File: config.mk
export PLATFORM = sky130hd
export DESIGN_NAME = sum_display_driver
export DESIGN_NICKNAME = d
export VERILOG_FILES = /design/src/rtl/sum_display_driver.sv
export SDC_FILE = /design/constraint.sdc
export NUM_CORES = 1
export LEC_CHECK = 0
export CORE_MARGIN = 2
export CORE_UTILIZATION = 56
export CTS_CLUSTER_SIZE = 24
export DETAILED_ROUTE_END_ITERATION = 16
export DONT_BUFFER_PORTS = 1
export GPL_TIMING_DRIVEN = 0
export PLACE_DENSITY = 0.77
export SETUP_SLACK_MARGIN = 0.02
export SLEW_MARGIN = 25
export SYNTH_ARGS = -nofsm -noshare
export SYNTH_HDL_FRONTEND = slang
export SYNTH_SLANG_ARGS = --single-unit
File: constraint.sdc
create_clock -name clk -period 1.5 [get_ports clk]
set_input_delay 0.225 -clock clk [delete_from_list [all_inputs] [get_ports clk]]
set_output_delay 0.225 -clock clk [all_outputs]
set_load 0.005 [all_outputs]
File: src/rtl/sum_display_driver.sv
// Captures a 5-bit adder sum, converts it to BCD with a sequential double-dabble engine,
// and multiplexes the two digits onto an active-low seven-segment display. Option: SUM_DISPLAY_BLANK_EN.
module sum_display_driver #(
  parameter int REFRESH_DIV = 100000
) (
  input  logic       clk,
  input  logic       rst_n,
  input  logic [4:0] sum_in,
  input  logic       sum_valid,
  output logic       ready,
  output logic [6:0] seg,
  output logic [1:0] an,
  output logic       carry_led
);

  localparam int CW = (REFRESH_DIV > 1) ? $clog2(REFRESH_DIV) : 1;

  typedef enum logic {IDLE, CONV} state_t;

  state_t      state, state_nx;
  logic [12:0] sr, sr_nx, sr_step;
  logic [3:0]  adj_tens, adj_ones;
  logic [2:0]  step, step_nx;
  logic        cap_carry, cap_carry_nx;
  logic        done;
  logic [3:0]  tens, ones;
  logic [CW-1:0] cnt;
  logic        digit_sel, wrap;
  logic [3:0]  digit;
  logic [6:0]  seg_nx;
  logic [1:0]  an_nx;

  function automatic logic [6:0] pattern(input logic [3:0] d);
    case (d)
      4'd0:    pattern = 7'b1000000;
      4'd1:    pattern = 7'b1111001;
      4'd2:    pattern = 7'b0100100;
      4'd3:    pattern = 7'b0110000;
      4'd4:    pattern = 7'b0011001;
      4'd5:    pattern = 7'b0010010;
      4'd6:    pattern = 7'b0000010;
      4'd7:    pattern = 7'b1111000;
      4'd8:    pattern = 7'b0000000;
      4'd9:    pattern = 7'b0010000;
      default: pattern = 7'b1111111;
    endcase
  endfunction

  // One shift-add-3 step: correct nibbles >= 5 before the shift so they carry into the next digit.
  always_comb begin
    adj_tens = sr[12:9];
    adj_ones = sr[8:5];
    if (adj_tens >= 4'd5) adj_tens = adj_tens + 4'd3;
    if (adj_ones >= 4'd5) adj_ones = adj_ones + 4'd3;
    sr_step = {adj_tens, adj_ones, sr[4:0]} << 1;
  end

  always_comb begin
    state_nx     = state;
    sr_nx        = sr;
    step_nx      = step;
    cap_carry_nx = cap_carry;
    done         = 1'b0;
    ready        = 1'b0;
    case (state)
      IDLE: begin
        ready = 1'b1;
        if (sum_valid) begin
          sr_nx        = {8'd0, sum_in};
          step_nx      = 3'd0;
          cap_carry_nx = sum_in[4];
          state_nx     = CONV;
        end
      end
      CONV: begin
        sr_nx   = sr_step;
        step_nx = step + 3'd1;
        if (step == 3'd4) begin
          done     = 1'b1;
          state_nx = IDLE;
        end
      end
      default: state_nx = IDLE;
    endcase
  end

  always_ff @(posedge clk or negedge rst_n) begin
    if (!rst_n) begin
      state     <= IDLE;
      sr        <= '0;
      step      <= '0;
      cap_carry <= 1'b0;
      tens      <= '0;
      ones      <= '0;
      carry_led <= 1'b0;
    end else begin
      state     <= state_nx;
      sr        <= sr_nx;
      step      <= step_nx;
      cap_carry <= cap_carry_nx;
      if (done) begin
        tens      <= sr_step[12:9];
        ones      <= sr_step[8:5];
        carry_led <= cap_carry;
      end
    end
  end

  // Refresh path runs freely, independent of the conversion FSM.
  assign wrap = (cnt == CW'(REFRESH_DIV - 1));

  always_ff @(posedge clk or negedge rst_n) begin
    if (!rst_n) begin
      cnt       <= '0;
      digit_sel <= 1'b0;
    end else begin
      cnt <= wrap ? '0 : cnt + CW'(1);
      if (wrap) digit_sel <= ~digit_sel;
    end
  end

  always_comb begin
    digit  = digit_sel ? tens : ones;
    an_nx  = digit_sel ? 2'b01 : 2'b10;
    seg_nx = pattern(digit);
`ifdef SUM_DISPLAY_BLANK_EN
    if (digit_sel && (tens == 4'd0)) begin
      an_nx  = 2'b11;
      seg_nx = 7'b1111111;
    end
`endif
  end

  always_ff @(posedge clk or negedge rst_n) begin
    if (!rst_n) begin
      an  <= 2'b11;
      seg <= 7'b1111111;
    end else begin
      an  <= an_nx;
      seg <= seg_nx;
    end
  end

endmodule

Word-level counts from Yosys, hierarchy flattened

Memories as Yosys holds them, arrays and structs flattened. A register that Yosys moved wholly into a read port is not among the register bits.
Cells that the tools add are included.
W data, S select, Z words.

Latch bits: 0
ROM bits: 112
Bits in registers: 47
Bits in writable memories: 0
Word-level logic and storage cells: 39
Output and inout bits: 11
Memories kept: 1

Memory list:

| memory           | words | width | rd ports | clocked after memory_dff | wr ports | RTL line | text |
|---|---|---|---|---|---|---|---|
| (name not given) | 16    | 7     | 1        | 1                        | 0        | 34       | `case (d)` |

Add/sub/neg operators: 4
Bitwise logic cells: 2
$mul: 0
Order comparisons: 2
Divide/modulo/power cells: 0
Shifts and indexed selects: 0
Reduce and logical (&&, ||, !) cells: 2
Equal/unequal tests: 3
Mux-type cells: 15

Operators with widths:

| cell                    | number |
|---|---|
| $pmux W13 S2            | 1 |
| $add A17 B1 Y17 const B | 1 |
| $eq A17 B17 Y1 const B  | 1 |
| $mux W17                | 1 |
| $mux W13                | 1 |
| $ge A4 B3 Y1 const B    | 2 |
| $mux W4                 | 2 |
| $mux W3                 | 2 |
| $pmux W3 S2             | 1 |
| $mux W1                 | 5 |
| $add A4 B2 Y4 const B   | 1 |
| $add A3 B1 Y3 const B   | 1 |
| $add A3 B2 Y3 const B   | 1 |
| $eq A3 B3 Y1 const B    | 1 |
| $mux W2                 | 1 |
| $ne A2 B2 Y1 const B    | 1 |
| $not A1 Y1              | 2 |
| $pmux W1 S2             | 1 |
| $reduce_and A2 Y1       | 1 |
| $logic_not A1 Y1        | 1 |

Longest topological paths before layout

Depth after elaboration: 3
Mapped depth: 7
Depth with buffers taken out: 6

Worst setup path after synthesis

No wires, ideal clock.

Kind: reg2reg
From: reg sr[9]
To: reg sr[11]
Cell stages (with the launch flop): 7
Buffers on the path: 0
Arrival time: 1.424 ns
Path slack: -0.007 ns
Cell sequence: dfrtp_1 > inv_1 > ha_1 > nand2b_1 > a21oi_1 > mux2_2 > o22ai_1

Cells in the longest elaborated chain, start to end: 3
Elaborated cells on any way between the ends: 4
Classes of those cells: add/sub: 1; order compare: 1; mux: 2

Ends and longest elaborated chain:

| what                                          | RTL line | text |
|---|---|---|
| start, declared                               | 21       | `logic [12:0] sr, sr_nx, sr_step;` |
| start signal, assigned                        | 98       | `sr <= sr_nx;` |
| $ge A4 B3 Y1 or $add A3 B2 Y3 (tied branches) | 53       | `if (adj_tens >= 4'd5) adj_tens = adj_tens + 4'd3;` |
| $mux W3 *                                     | 53       |  |
| $pmux W13 S2 *                                | 65       | `case (state)` |

Mark *: on every way between the ends. The rest lies on a longest branch, timed or not.
A chain may end at the register's enable or synchronous reset.

Worst setup path after layout

From: reg digit_sel
To: reg seg[3]

Cells in the longest elaborated chain, start to end: 1

Ends and longest elaborated chain:

| what                   | RTL line | text |
|---|---|---|
| start, declared        | 28       | `logic digit_sel, wrap;` |
| start signal, assigned | 118      | `if (wrap) digit_sel <= ~digit_sel;` |
| $mux W4                | 123      | `digit = digit_sel ? tens : ones;` |
| end, declared          | 11       | `output logic [6:0] seg,` |

No other way between the ends.

==> impl_metrics.csv <==
group,metric,value,unit
clock_tree,cts.sinks,54,
synth,synthCells,244,
pwr,intPower,3510,uW
layout,diodes,0,
sta,period_share,100,%
pwr,p_per_area,1750,mW/mm^2
synth,synth_compound_area_share,8.87,%
placed_design,dpl.cell_count,296,
die,rows,24,
synth,yosysWarnings,0,
global_route,grt_pass1_vias,1685,
worst_setup_path,setup.worst_path.end_class,"register",
sta,clock_skew,0.0110,ns
synth,synthMostInstantiatedCell,"dfrtp_1",
layout,drive_above_1_share,32.2,%
sta,worstMarginPinSlew,0.424,ns
sta,slew_violations,0,
synth,synth_top_family_by_area,"simple AND/OR/NAND/NOR gates",
flow_run,maxCapViolations,0,
layout,final_util,70.1,%
die,die_height,72.4,um
layout,fin_nets,286,
synth,synth_commonest_cells,"dfrtp_1 (45), nand2_1 (30), nor2_1 (18)",
layout,syn2layout_area_growth,18.8,%
global_route,antenna_found_initial,0,
pwr,pwr-share-seq,41.6,%
drt,drtIter0Drc,68,
synth,synth_area_leaders,"dfrtp_1 (43%), dfstp_2 (9.0%), ha_1 (5.7%)",
drt,drt-total-wl,4680,um
die,dieArea,0.00525,sq mm
die,initial_utilization,59.0,%
synth,yosysSeqAreaShare,52.0,%
drt,dr.pass1.iters,4,
global_route,grt_max_degree,55,
sta,finalHoldViolCount,54,
die,die_w,72.4,um
pwr,swShare,35.9,%
synth,synth_xor_area_share,6.35,%
clock_tree,path_clk_slew,0.10,ns
worst_setup_path,cp_max_fo,6,
drt,vias_per_cell,5.62,
sta,rsz0062_at_grt,"yes",
synth,async_flop_share,100,%
drt,drc,0,
synth,syn_area,0.00262,sq mm
drt,drtAntennaViolNets,0,
placed_design,place.gp.congestion,0.789,
hold_path,min_path_type,"input pin to async pin",
synth,ys_seq_elements,54,
synth,synth_mux_area_share,6.77,%
clock_tree,clockBufferDepth,2,
drt,vias,1793,
synth,yosysTopAreaCellShare,42.9,%
global_route,grt_use_total,18.7,%
synth,synth.largest_area_cell,"dfrtp_1",
sta,period_needed,1.51,ns
drt,wl_per_cell,14.7,um
pwr,p_leak,0.00136,uW
die,coreArea,0.00444,sq mm
global_route,grt_remaining_overflow,0,
status,status,"finished, violations left",
worst_setup_path,start_kind,"register",
clock_tree,cts_buffers,5,
synth,synth_nets,264,
synth,synth_adder_area_share,5.73,%
worst_setup_path,path_class,"register to register",
placed_design,io_buffers,0,
global_route,grt_first_pass_wirelength,7710,um
die,io_pins,19,
synth,ys_types,42,
synth,synth-simple-area-share,17.3,%
sta,relSlewSlack,71.2,%
clock_tree,cts_tree,"yes",
pwr,combPwrFrac,43.5,%
placed_design,dp_slack,-0.135,ns
status,violations,"hold timing, setup timing",
synth,avgSynthCellArea,10.7,sq um
placed_design,dp_hpwl,2980,um
pwr,peakVddDrop,1110,uV
synth,synth_edf_count,0,
sta,holdWs,-0.393,ns
pwr,clkPwrFrac,15.0,%
worst_setup_path,cp_data_required_time,1.73,ns
sta,final-setup-viol-count,1,
worst_setup_path,arrival,1.74,ns
worst_setup_path,r2r_cells,7,
sta,worst_slack,-0.00573,ns
clock_tree,root_buffer,"clkbuf_8",
pwr,p_sw,1960,uW
layout,n_fill_cell,324,
clock_tree,h-tree-depth,2,
sta,timing.fmax,664,MHz
clock_tree,clk_latency,0.30,ns
layout,fin_cells,319,
synth,ys.flop_type,"dfrtp_1",
[area by class of cell]
type | count | area [sq um] | share of cell area, %
multi-input combinational | 171 | 1380 | 44.3
tap | 52 | 65.1 | 2.09
timing repair buffer | 15 | 113 | 3.61
clock buffer | 6 | 82.6 | 2.65
inverter | 12 | 52.6 | 1.69
buffer | 7 | 42.5 | 1.36
sequential | 54 | 1370 | 43.9
clock inverter | 2 | 12.5 | 0.401
[critical path: stages (launching register included)]
cell and delay (ns):
dfrtp_1 0.40, buf_6 0.15, mux2_4 0.34, inv_6 0.09, ha_4 0.12, nor2_2 0.03, o21a_1 0.20, a21oi_2 0.11
[worst paths after layout]
kind,slack (ns),start,end
min,-0.39,rst_n,cnt[0]
max reg2reg,-0.006,digit_sel,seg[3]
min in group clk,0.08,sum_in[4],cap_carry
max,-0.006,digit_sel,seg[3]
max in group asynchronous,1.71,rst_n,an[0]
min reg2reg,0.40,digit_sel,an[0]
[layout by cell type, fill, tap and decap left out, types with 5 or more instances in the layout]
cell and count:
xnor2_1 13, ha_4 6, a21oi_1 9, dfstp_2 9, nor2_1 16, clkbuf_8 6
nand2_1 30, mux2i_1 6, ha_1 5, buf_4 16, dfrtp_1 41, nand3_1 7
inv_1 6, nor3_1 5, o21ai_0 12
[flip-flops by register name (all words and copies together), names as in the netlist]
signal	flops
state	1
step	3
digit_sel	1
cap_carry	1
sr	13
seg	7
carry_led	1
tens	4
cnt	17
ones	4
an	2
[per-stage QoR]
stage	area, sq um	total power [uW]	TNS (ns)
finish	3120	5470	-0.00573
global route	3120	5880	-0.334
CTS	2920	5000	0
detailed placement	2700	3920	-1.63
global placement	2700	3840	-1.19
floorplan	2630	3550	0
[repair_timing]
item / CTS / global route
buffers inserted: 7 / 8
pin swaps: 4 / 12
endpoints found under the setup margin: 23 / 32
gates resized for setup: 22 / 32
gates cloned: 0 / 0
endpoints found under the hold margin: 54 / 54
[routing by layer]
metal	share of wire, %	global-route usage, %	up-vias
li1	-	-	880
met1	47	25.9	875
met2	50	29.6	34
met3	3.5	4.72	4
met4	0.36	4.94	0
met5	0	0	-
[kinds of logic (layout without fill, tap and decap cells)]
kind of cell / count (synthesis) / count (layout)
buf+inv: 19 / 42
compound gates: 41 / 41
fa+ha+maj: 12 / 12
flops: 54 / 54
xor+xnor: 19 / 19
mux: 15 / 15
simple gates: 84 / 84
[power groups by stage]
stage	Clock [uW]	Combinational (uW)	Sequential, uW
3_5_place_dp	0	1660	2250
4_1_cts	843	1910	2240
6_report	818	2380	2270
3_3_place_gp	0	1610	2240
2_1_floorplan	0	1370	2180
5_1_grt	907	2640	2330
Note: power is estimated with default switching activity, not from simulation.
